==> config.mk <==
export PLATFORM = sky130hd
export DESIGN_NAME = masked_cam
export DESIGN_NICKNAME = d
export VERILOG_FILES = /design/src/rtl/masked_cam.sv
export SDC_FILE = /design/constraint.sdc
export NUM_CORES = 1
export LEC_CHECK = 0
export BUFFER_PORTS_ARGS = -buffer_cell sky130_fd_sc_hd__buf_4
export CORE_AREA = 2 2 169 295
export CTS_CLUSTER_SIZE = 12
export DETAILED_ROUTE_END_ITERATION = 10
export DIE_AREA = 0 0 171 297
export GPL_TIMING_DRIVEN = 0
export PLACE_DENSITY = 0.67
export SKIP_CTS_REPAIR_TIMING = 1
export SLEW_MARGIN = 10
export SYNTH_ARGS = -nofsm -noshare
export SYNTH_HDL_FRONTEND = slang
export SYNTH_SLANG_ARGS = --single-unit
==> constraint.sdc <==
create_clock -name clk -period 5.3 [get_ports clk]
set_input_delay 0.265 -clock clk [delete_from_list [all_inputs] [get_ports clk]]
set_output_delay 0.265 -clock clk [all_outputs]
set_load 0.01 [all_outputs]
==> src/rtl/masked_cam.sv <==
// Masked-key content-addressable memory with a 1-cycle registered search
// response, valid/ready handshaking and an optional pop-on-hit.
module masked_cam #(
   parameter int CAM_DW = 32,
   parameter int CAM_KW = 3,
   parameter int CAM_AW = 4,
   parameter int POP_EN = 1
) (
   input  logic              clk,
   input  logic              rst_n,
   input  logic              wr_en,
   input  logic [CAM_AW-1:0] wr_addr,
   input  logic [CAM_DW-1:0] wr_data,
   input  logic              inv_en,
   input  logic [CAM_AW-1:0] inv_addr,
   input  logic              srch_valid,
   output logic              srch_ready,
   input  logic [CAM_KW-1:0] srch_key,
   input  logic [CAM_KW-1:0] srch_mask,
   input  logic              srch_pop,
   output logic              rsp_valid,
   input  logic              rsp_ready,
   output logic              rsp_hit,
   output logic              rsp_multi,
   output logic [CAM_AW-1:0] rsp_addr,
   output logic [CAM_DW-1:0] rsp_data,
   output logic [CAM_AW:0]   entry_cnt,
   output logic              full
);

   localparam int unsigned DEPTH = 2**CAM_AW;

   logic [CAM_DW-1:0] mem [DEPTH];
   logic [DEPTH-1:0]  occ;
   logic [DEPTH-1:0]  occ_next;
   logic [CAM_AW:0]   cnt_next;
   logic              accept;
   logic              hit;
   logic              multi;
   logic [CAM_AW-1:0] hit_addr;
   logic              pop_fire;
   logic              inc;
   logic              dec_inv;
   logic              dec_pop;

   assign srch_ready = !rsp_valid || rsp_ready;
   assign accept     = srch_valid && srch_ready;
   assign full       = (entry_cnt == (CAM_AW+1)'(DEPTH));

   // Ascending scan: the first match found is the lowest index.
   always_comb begin
      hit      = 1'b0;
      multi    = 1'b0;
      hit_addr = '0;
      for (int unsigned i = 0; i < DEPTH; i++) begin
         if (occ[i] && (((mem[i][CAM_DW-1 -: CAM_KW] ^ srch_key) & srch_mask) == '0)) begin
            if (hit) begin
               multi = 1'b1;
            end else begin
               hit      = 1'b1;
               hit_addr = CAM_AW'(i);
            end
         end
      end
   end

   assign pop_fire = (POP_EN != 0) && accept && srch_pop && hit;

   // Clears applied before the write so write > invalidate > pop on one index;
   // each decrement is suppressed when a higher-priority op owns that index.
   always_comb begin
      occ_next = occ;
      if (pop_fire) occ_next[hit_addr] = 1'b0;
      if (inv_en)   occ_next[inv_addr] = 1'b0;
      if (wr_en)    occ_next[wr_addr]  = 1'b1;
      inc      = wr_en && !occ[wr_addr];
      dec_inv  = inv_en && occ[inv_addr] && !(wr_en && (wr_addr == inv_addr));
      dec_pop  = pop_fire && !(wr_en && (wr_addr == hit_addr))
                          && !(inv_en && (inv_addr == hit_addr));
      cnt_next = entry_cnt + (CAM_AW+1)'(inc)
                           - (CAM_AW+1)'(dec_inv)
                           - (CAM_AW+1)'(dec_pop);
   end

   always_ff @(posedge clk) begin
      if (wr_en) mem[wr_addr] <= wr_data;
   end

   always_ff @(posedge clk or negedge rst_n) begin
      if (!rst_n) begin
         occ       <= '0;
         entry_cnt <= '0;
      end else begin
         occ       <= occ_next;
         entry_cnt <= cnt_next;
      end
   end

   always_ff @(posedge clk or negedge rst_n) begin
      if (!rst_n) begin
         rsp_valid <= 1'b0;
         rsp_hit   <= 1'b0;
         rsp_multi <= 1'b0;
         rsp_addr  <= '0;
         rsp_data  <= '0;
      end else if (accept) begin
         rsp_valid <= 1'b1;
         rsp_hit   <= hit;
         rsp_multi <= multi;
         rsp_addr  <= hit_addr;
         rsp_data  <= hit ? mem[hit_addr] : '0;
      end else if (rsp_ready) begin
         rsp_valid <= 1'b0;
      end
   end

endmodule

==> flow_metrics.env, run 1 <==
export IMPL_status="finished with violations"
export IMPL_violations="hold timing"
export IMPL_min_path_type="input pin to register"
export IMPL_vias_per_cell=6.37
export IMPL_wl_per_cell_um=28.8
export IMPL_multiInputGateArea_um2=6560
export IMPL_worst_slew_pin_slew_ns=1.03
export IMPL_r2r_start="mem[2][29]"
export IMPL_rrSetupSlack_ns=0.23
export IMPL_synth_adder_area_share_pct=0.563
export IMPL_synth_top_cell_by_area="edfxtp_1"
export IMPL_initial_core_util_pct=49.5
export IMPL_power_density_nw_per_um2=547
export IMPL_ys_seq_area_share_pct=70.4
export IMPL_final_common_cell="edfxtp_1"
export IMPL_firstDrtPassIters=7
export IMPL_cts_sinks=572
export IMPL_critPathArrivalTime_ns=5.60
export IMPL_cts_made_buffers=54
export IMPL_startpoint="mem[2][29]"
export IMPL_synth_ff_type="edfxtp_1"
export IMPL_drt_initial_drc_count=1538
export IMPL_synthArstFlopShare_pct=10.5
export IMPL_die_h_um=297
export IMPL_power_leakage_uw=0.00960
export IMPL_clock_root_buffer="clkbuf_16"
export IMPL_setup_viol=0
export IMPL_post_route_period_util_pct=95.7
export IMPL_grt_max_degree=61
export IMPL_place_ws_ns=0.127
export IMPL_ys_warnings_count=0
export IMPL_clock_skew_ns=0.0299
export IMPL_p_sw_share_pct=38.3
export IMPL_cp_max_fo=10
export IMPL_critPathCapture="entry_cnt[2]"
export IMPL_cts_htree_levels=2
export IMPL_synth_edf_count=512
export IMPL_internal_power_uw=9390
export IMPL_clk_latency_ns=0.60
export IMPL_grt_pass1_wl_um=102000
export IMPL_slew_headroom_pct=31.1
export IMPL_synth_top_area_share_pct=64.1
export IMPL_syn_inst=1579
export IMPL_cap_violations=0
export IMPL_hold_viol_final=65
export IMPL_fin_hold_ws_ns=-0.0134
export IMPL_r2r_end="entry_cnt[2]"
export IMPL_worstSetupPathType="register to register"
export IMPL_clkPwrFrac_pct=23.3
export IMPL_gr_total_overflow=0
export IMPL_totalWireLength_um=71100
export IMPL_synth_avg_cell_area_um2=15.2
export IMPL_core_area_um2=48500
export IMPL_drcViolationCount=0
export IMPL_placementRows=107
export IMPL_area_delta_synth_final_pct=16.0
export IMPL_antenna_found_initial=0
export IMPL_slew_viol_final=0
export IMPL_dieArea_um2=50800
export IMPL_synth_area_leaders="edfxtp_1 64%, dfrtp_1 6.3%, mux2i_1 2.4%, nand2_1 1.7%, xor2_1 1.6%"
export IMPL_synth_xor_area_share_pct=2.39
export IMPL_yosys_mux_area_fraction_pct=3.92
export IMPL_fin_ws_ns=0.227
export IMPL_cts_tree="yes"
export IMPL_rr_worst_depth=17
export IMPL_synth_distinct_cells=78
export IMPL_share_comb_of_total_power_pct=40.8
export IMPL_yosys_area_share_simple_pct=5.71
export IMPL_synth_ff_latch_count=572
export IMPL_synth_top_family_by_area="compound AO/OA/AOI/OAI gates"
export IMPL_fmax_ghz=0.197
export IMPL_crit_path_start_kind="register"
export IMPL_fin_crit_ns=5.07
export IMPL_crit_required_ns=5.83
export IMPL_dp_hpwl_um=48600
export IMPL_rsz0062_at_grt="false"
export IMPL_io_buffer_count=87
export IMPL_place_gp_congestion=0.902
export IMPL_syn_area_um2=24000
export IMPL_final_cell_mix="512 x edfxtp_1, 114 x buf_4, 111 x nand2_1"
export IMPL_ff_latch_area_um2=16900
export IMPL_track_usage_pct=27.9
export IMPL_syn_nets=1640
export IMPL_clockBufferDepth=3
export IMPL_synth_compound_gate_area_share_pct=14.3
export IMPL_p_sw_uw=5830
export IMPL_die_w_um=171
export IMPL_pin_count=99
export IMPL_postRouteAntennaNets=0
export IMPL_via_count=15700
export IMPL_cp_end_kind="register"
export IMPL_p_seq_share_pct=35.9
export IMPL_grt_pass1_vias=16000
export IMPL_fillers=3893
export IMPL_drive_above_1_share_pct=17.1
export IMPL_layout_nets=1835
export IMPL_clkTransAtPathRegs_ns=0.06
export IMPL_ir_worst_vdd_v=0.000445
export IMPL_diodes=0
## final cells by class
| cell class | count | area share [%] |
|---|---|---|
| plain buffers | 109 | 2.23 |
| clock buffers | 92 | 5.45 |
| clock inverters | 5 | 0.108 |
| flip-flops and latches | 572 | 60.7 |
| inverters | 9 | 0.121 |
| multi-input cells | 889 | 23.6 |
| well taps | 654 | 2.94 |
| repair buffers | 139 | 4.90 |
## how the worst min path moves through the flow
stage | start | to | slack (ns) | depth (start not counted)
2_1_floorplan | rst_n | entry_cnt[0] | -0.03 | 0
4_1_cts | rst_n | rsp_data[28] | -0.13 | 1
3_3_place_gp | rsp_multi | rsp_multi | 0.47 | 2
5_1_grt | wr_data[24] | mem[3][24] | 0.0003 | 1
3_5_place_dp | rsp_multi | rsp_multi | 0.48 | 2
6_report | wr_data[17] | mem[1][17] | -0.01 | 1
## cells in the mapped netlist (all sizes together) (6+ instances only)
cell and number:
nand2 115, o22a 9, a21oi 63, nor3 11
buf 65, o21a 26, edfxtp 512, xor2 46
ha 6, a21o 10, mux4 10, o311a 21
o41ai 9, o22ai 40, and3 37, dfrtp 60
clkbuf 44, a211oi 44, o221ai 19, nand3 44
nor2 26, nand2b 11, mux2 12, a221o 28
o21ai 84, a22oi 15, a221oi 25, o32ai 9
mux2i 58, inv 9, o221a 6, and2 6
a22o 33, xnor2 17
## cells by family (layout without fill, tap and decap cells)
kind of cell             after synthesis  after routing
XOR/XNOR                              63             63
flip-flops                           572            572
multiplexers                          80             80
AND/OR/NAND/NOR                      273            273
adder cells (fa/ha/maj)               10             10
buffers and inverters                118            354
AO/OA/AOI/OAI                        463            463
## critical path, cell delays in order, from the launching register on
cell and delay, ns:
edfxtp_1 0.46, xor2_2 0.21, a22oi_1 0.47, a22oi_2 0.20
and4_1 0.31, a41oi_1 0.40, a21oi_4 0.19, nor2_2 0.23
buf_2 0.34, xnor2_1 0.11, or4_1 0.54, nand4_1 0.14
fa_1 0.44, ha_1 0.19, ha_1 0.21, inv_1 0.08
fa_1 0.42, inv_1 0.06
## registers in the layout, summed over array words and instances (netlist names)
register	count
rsp_hit	1
rsp_valid	1
rsp_addr	4
entry_cnt	5
mem	512
rsp_multi	1
occ	16
rsp_data	32
## power groups by stage
| stage | logic, uW | registers (uW) | clock network, uW |
|---|---|---|---|
| floorplan | 3770 | 5520 | 0 |
| global placement | 6010 | 5540 | 0 |
| detailed placement | 6120 | 5540 | 0 |
| CTS | 6150 | 5450 | 3570 |
| global route | 6540 | 5480 | 3730 |
| finish | 6210 | 5460 | 3540 |
## stage by stage
step / total power, uW / util, % / std cells / setup TNS (ns) / area [um^2]
after CTS: 15200 / 57.1 / 2452 / 0 / 27700
final: 15200 / 57.4 / 2469 / 0 / 27800
after floorplan: 9290 / - / 1579 / 0 / 24000
after global routing: 15700 / 57.4 / 2469 / 0 / 27800
after detailed placement: 11700 / 53.9 / 2355 / 0 / 26100
after global placement: 11500 / 52.5 / 2320 / -221.34 / 25500
## metal layers
layer / global-route usage [%] / routed length (um) / vias to the layer above
met3: 3.70 / 4780 / 240
met5: 0 / 0 / -
met1: 32.1 / 24800 / 7907
met2: 49.2 / 37100 / 846
li1: - / - / 6724
met4: 16.1 / 4460 / 0
Note: power is estimated with default switching activity, not from simulation.
==> run 2, diff against run 1 <==
Clock period 5.3 ns to 5.5 ns, I/O delays scaled along.
==> flow_metrics.env, run 2 (synthesized netlist as in run 1, its figures left out) <==
export IMPL_cts_made_buffers=54
export IMPL_dieArea_um2=50800
export IMPL_cp_end_kind="register"
export IMPL_internal_power_uw=9040
export IMPL_die_w_um=171
export IMPL_grt_max_degree=61
export IMPL_rr_worst_depth=17
export IMPL_drive_above_1_share_pct=17.2
export IMPL_cts_htree_levels=2
export IMPL_largest_reg_flops=512
export IMPL_cts_sinks=572
export IMPL_post_route_period_util_pct=92.0
export IMPL_worstSetupPathType="register to register"
export IMPL_firstDrtPassIters=6
export IMPL_setup_viol=0
export IMPL_clkTransAtPathRegs_ns=0.06
export IMPL_die_h_um=297
export IMPL_status="finished with violations"
export IMPL_fin_crit_ns=5.06
export IMPL_final_common_cell="edfxtp_1"
export IMPL_dp_hpwl_um=48600
export IMPL_fmax_ghz=0.198
export IMPL_met3_usage_pct=3.70
export IMPL_area_delta_synth_final_pct=15.8
export IMPL_fin_hold_ws_ns=-0.00551
export IMPL_track_usage_pct=27.9
export IMPL_critPathCapture="entry_cnt[2]"
export IMPL_via_count=15700
export IMPL_critPathArrivalTime_ns=5.59
export IMPL_slew_headroom_pct=31.0
export IMPL_violations="hold timing"
export IMPL_fin_ws_ns=0.438
export IMPL_hold_viol_final=16
export IMPL_drt_initial_drc_count=1639
export IMPL_r2r_start="mem[2][29]"
export IMPL_r2r_end="entry_cnt[2]"
export IMPL_worst_slew_pin_slew_ns=1.03
export IMPL_grt_pass1_wl_um=102000
export IMPL_slew_viol_final=0
export IMPL_place_gp_congestion=0.902
export IMPL_grt_pass1_vias=16000
export IMPL_p_sw_uw=5600
export IMPL_p_sw_share_pct=38.2
export IMPL_wl_per_cell_um=28.7
export IMPL_clockBufferDepth=3
export IMPL_startpoint="mem[2][29]"
export IMPL_totalWireLength_um=70800
export IMPL_gr_total_overflow=0
export IMPL_fillers=3891
export IMPL_share_comb_of_total_power_pct=40.8
export IMPL_power_density_nw_per_um2=527
export IMPL_layout_nets=1830
export IMPL_clk_latency_ns=0.60
export IMPL_io_buffer_count=87
export IMPL_cp_max_fo=10
export IMPL_final_cell_area_um2=27800
export IMPL_clkPwrFrac_pct=23.3
export IMPL_clock_skew_ns=0.0286
export IMPL_rsz0062_at_grt="false"
export IMPL_postRouteAntennaNets=0
export IMPL_cap_violations=0
export IMPL_min_path_type="input pin to register"
export IMPL_ir_worst_vdd_v=0.000430
export IMPL_grt_busiest_layer="met2"
export IMPL_place_ws_ns=0.317
export IMPL_pin_count=99
export IMPL_top_regs="mem: 512 flops, rsp_data: 32 flops, occ: 16 flops"
export IMPL_antenna_found_initial=0
export IMPL_cts_tree="yes"
export IMPL_final_cell_mix="512 x edfxtp_1, 114 x buf_4, 111 x nand2_1"
export IMPL_core_area_um2=48500
export IMPL_rrSetupSlack_ns=0.44
export IMPL_total_power_uw=14600
export IMPL_placementRows=107
export IMPL_finalSetupTns_ns=0
export IMPL_initial_core_util_pct=49.5
export IMPL_regMostFlops="mem"
export IMPL_power_leakage_uw=0.00957
export IMPL_diodes=0
export IMPL_p_seq_share_pct=35.9
export IMPL_clock_root_buffer="clkbuf_16"
export IMPL_drcViolationCount=0
export IMPL_vias_per_cell=6.37
export IMPL_crit_path_start_kind="register"
export IMPL_grt_use_met1_pct=32.1
export IMPL_grt_met2_usage_pct=49.2
export IMPL_crit_required_ns=6.03
export IMPL_dpl_instance_area_um2=26100
==> run 2: cell types whose count changed in the layout (fill, tap and decap cells not counted), sizes merged <==
cell and change:
dlygate4sd3 -5
==> run 2: through the flow <==
step	utilization [%]	cells
2_1_floorplan	-	1579
3_3_place_gp	52.5	2320
3_5_place_dp	53.9	2355
4_1_cts	57.1	2452
5_1_grt	57.3	2464
6_report	57.3	2464
==> run 2: worst max-delay path, cell delays in order, from the launching register on <==
cell      delay, ns
edfxtp_1       0.46
xor2_2         0.21
a22oi_1        0.47
a22oi_2        0.20
and4_1         0.31
a41oi_1        0.39
a21oi_4        0.19
nor2_2         0.22
buf_2          0.34
xnor2_1        0.11
or4_1          0.54
nand4_1        0.15
fa_1           0.44
ha_1           0.19
ha_1           0.21
inv_1          0.08
fa_1           0.42
inv_1          0.06
==> run 2: worst min-delay path by stage <==
stage	slack [ns]	cells after the start	start	end
2_1_floorplan	-0.02	0	rst_n	entry_cnt[0]
3_3_place_gp	0.47	2	rsp_multi	rsp_multi
3_5_place_dp	0.48	2	rsp_multi	rsp_multi
4_1_cts	-0.12	1	rst_n	rsp_data[28]
5_1_grt	0.005	1	wr_data[23]	mem[10][23]
6_report	-0.006	1	wr_data[26]	mem[3][26]
==> run 2: cell type report <==
class,instances,area (um^2),area share (%)
inverters,9,33.8,0.122
multi-input cells,889,6560,23.6
plain buffers,109,621,2.23
flip-flops and latches,572,16900,60.8
well taps,654,818,2.95
clock buffers,92,1520,5.46
clock inverters,5,30.0,0.108
repair buffers,134,1310,4.73
==> run 2: per-layer routing <==
layer	routed length, um	vias to the layer above
li1	-	6710
met1	24400	7889
met2	36900	863
met3	4950	245
met4	4570	0
met5	0	-
==> run 2: power groups by stage <==
stage | Sequential [uW] | Combinational, uW | Clock (uW)
after floorplan | 5320 | 3640 | 0
after global placement | 5340 | 5790 | 0
after detailed placement | 5340 | 5900 | 0
after CTS | 5250 | 5930 | 3440
after global routing | 5280 | 6300 | 3590
final | 5260 | 5970 | 3410
==> run 3, diff against run 2 <==
Settings changed: ABC_AREA from default to 1, CELL_PAD_IN_SITES_DETAIL_PLACEMENT from default to 1, CELL_PAD_IN_SITES_GLOBAL_PLACEMENT from default to 1, CORE_AREA 2 2 169 295 to 2 2 184 322, DIE_AREA 0 0 171 297 to 0 0 186 324, PLACE_DENSITY 0.67 to 0.81.
==> flow_metrics.env, run 3 <==
export IMPL_stdcell_count=4056
export IMPL_fin_util_pct=55.3
export IMPL_grt_max_degree=61
export IMPL_antenna_found_initial=0
export IMPL_via_count=23600
export IMPL_critPathSlowestCell="nor2_4"
export IMPL_layout_nets=3302
export IMPL_rsz0062_at_grt="false"
export IMPL_largest_reg_flops=512
export IMPL_clkPwrFrac_pct=19.0
export IMPL_die_h_um=324
export IMPL_die_w_um=186
export IMPL_p_seq_share_pct=28.1
export IMPL_cp_end_kind="register"
export IMPL_yosysMostFrequentCell="nand2_1"
export IMPL_io_buffer_count=93
export IMPL_syn_area_um2=28000
export IMPL_post_route_period_util_pct=95.3
export IMPL_final_cell_mix="1149 x nand2_1, 540 x inv_1, 512 x edfxtp_1"
export IMPL_firstDrtPassIters=7
export IMPL_grt_pass1_vias=25100
export IMPL_gr_total_overflow=0
export IMPL_ir_worst_vdd_v=0.000559
export IMPL_p_sw_share_pct=49.1
export IMPL_cp_max_fo=10
export IMPL_slew_viol_final=0
export IMPL_worstSetupPathType="register to register"
export IMPL_crit_required_ns=5.98
export IMPL_hold_viol_final=2
export IMPL_wl_per_cell_um=27.5
export IMPL_clockBufferDepth=3
export IMPL_setup_viol=0
export IMPL_postRouteAntennaNets=0
export IMPL_synth_top_area_share_pct=54.9
export IMPL_synth_area_leaders="edfxtp_1 55%, nand2_1 15%, inv_1 7.2%, dfrtp_1 5.4%, o211ai_1 5.3%"
export IMPL_dieArea_um2=60300
export IMPL_pin_count=99
export IMPL_fin_ws_ns=0.260
export IMPL_power_density_nw_per_um2=586
export IMPL_crit_path_start_kind="register"
export IMPL_drcViolationCount=0
export IMPL_power_leakage_uw=0.0143
export IMPL_track_usage_pct=37.2
export IMPL_share_comb_of_total_power_pct=52.9
export IMPL_syn_inst=3056
export IMPL_fmax_ghz=0.191
export IMPL_critPathArrivalTime_ns=5.72
export IMPL_fin_hold_ws_ns=-0.000523
export IMPL_top_regs="mem: 512 flops, rsp_data: 32 flops, occ: 16 flops"
export IMPL_core_area_um2=57800
export IMPL_syn_nets=3117
export IMPL_place_gp_congestion=0.973
export IMPL_critical_path_max_stage_delay_ns=0.51
export IMPL_vias_per_cell=5.82
export IMPL_clk_latency_ns=0.62
export IMPL_dp_cells=3944
export IMPL_p_sw_uw=9180
export IMPL_area_delta_synth_final_pct=14.1
export IMPL_cap_violations=0
export IMPL_cts_made_buffers=55
export IMPL_synth_avg_cell_area_um2=9.16
export IMPL_ys_seq_area_share_pct=60.3
export IMPL_violations="hold timing"
export IMPL_ys_warnings_count=0
export IMPL_drt_initial_drc_count=1974
export IMPL_internal_power_uw=9530
export IMPL_status="finished with violations"
export IMPL_synth_distinct_cells=40
export IMPL_drive_above_1_share_pct=9.41
export IMPL_initial_core_util_pct=48.4
export IMPL_worst_slew_pin_slew_ns=1.34
export IMPL_synthArstFlopShare_pct=10.5
export IMPL_grt_pass1_wl_um=159000
export IMPL_fin_crit_ns=5.24
export IMPL_min_path_type="input pin to register"
export IMPL_clock_skew_ns=0.0165
export IMPL_cts_tree="yes"
export IMPL_place_ws_ns=0.147
export IMPL_ys_top_cells_by_count="1149 x nand2_1, 540 x inv_1, 512 x edfxtp_1"
export IMPL_synth_top_cell_by_area="edfxtp_1"
export IMPL_clock_root_buffer="clkbuf_16"
export IMPL_slew_headroom_pct=10.6
export IMPL_totalWireLength_um=112000
export IMPL_dp_hpwl_um=76600
export IMPL_cts_sinks=572
export IMPL_cts_htree_levels=2
export IMPL_regMostFlops="mem"
export IMPL_synth_edf_count=512
export IMPL_final_common_cell="nand2_1"
export IMPL_placementRows=117
export IMPL_rrSetupSlack_ns=0.26
export IMPL_synth_ff_type="edfxtp_1"
export IMPL_clkTransAtPathRegs_ns=0.07
export IMPL_synth_ff_latch_count=572
==> run 3: cell count changes after synthesis, sizes merged, moves of 33 or more <==
| cell | change |
|---|---|
| a211oi | -44 |
| a21oi | -48 |
| a22o | -33 |
| and3 | -37 |
| inv | +538 |
| mux2i | -58 |
| nand2 | +1035 |
| nand3 | +36 |
| nor2 | +97 |
| o211ai | +192 |
| o21bai | +33 |
| o22ai | -37 |
| xor2 | -37 |
==> run 3: stage by stage <==
step	hold slack, ns	total power (uW)	TNS [ns]	area (um^2)
2_1_floorplan	-0.0206	10800	0	28000
3_3_place_gp	0.472	14500	-17.36	29700
3_5_place_dp	0.478	14900	0	30300
4_1_cts	-0.118	18500	0	31800
5_1_grt	0.00111	19500	0	31900
6_report	-0.000523	18700	0	31900
==> run 3: critical path: cells and delay by family (launching register included) <==
| kind | cells | cell delay (ns) |
|---|---|---|
| buf+inv | 6 | 1.12 |
| fa+ha+maj | 4 | 1.20 |
| flops | 1 | 0.42 |
| compound gates | 1 | 0.15 |
| xor+xnor | 2 | 0.36 |
| simple gates | 12 | 1.84 |
==> run 3: logic make-up (layout without fill, tap and decap cells) <==
| kind of cell | count (synthesis) | in the layout | share of synthesized area [%] |
|---|---|---|---|
| simple gates | 1371 | 1371 | 19.2 |
| other cells | 0 | 1 | 0 |
| fa+ha+maj | 9 | 9 | 0.447 |
| compound gates | 387 | 387 | 9.38 |
| xor+xnor | 9 | 9 | 0.282 |
| buf+inv | 708 | 934 | 10.4 |
| flops | 572 | 572 | 60.3 |
==> run 3: power groups by stage <==
stage          registers, uW  logic (uW)  clock network, uW
6_report                5260        9910               3550
5_1_grt                 5280       10500               3690
4_1_cts                 5260        9680               3550
3_5_place_dp            5350        9550                  0
3_3_place_gp            5330        9160                  0
2_1_floorplan           5340        5420                  0
==> run 3: final timing paths <==
check	from	depth (start not counted)	endpoint
setup / recovery	mem[1][29]	25	entry_cnt[3]
hold / removal	wr_data[6]	1	mem[13][6]
setup reg to reg	mem[1][29]	25	entry_cnt[3]
hold reg to reg	rsp_hit	2	rsp_hit
max in group asynchronous	rst_n	2	rsp_data[7]
min in group asynchronous	rst_n	2	rsp_data[27]
==> run 3: cell type report <==
cell class	count	area, um^2
Clock buffer	92	1530
Buffer	160	862
Inverter	548	2060
Multi-Input combinational cell	1776	8330
Clock inverter	6	35.0
Timing Repair Buffer	128	1300
Tap cell	773	967
Fill cell	6673	25900
Sequential cell	572	16900
Antenna cell	1	2.50
==> run 3: layer usage <==
| metal | global-route usage (%) | part of all wire [%] | up-vias | routed length (um) |
|---|---|---|---|---|
| met5 | 0 | 0 | - | 0 |
| met1 | 39.2 | 33 | 11600 | 36900 |
| met2 | 64.0 | 49 | 1288 | 55200 |
| met4 | 32.2 | 10 | 0 | 11500 |
| met3 | 6.21 | 7.3 | 514 | 8140 |
| li1 | - | - | 10200 | - |
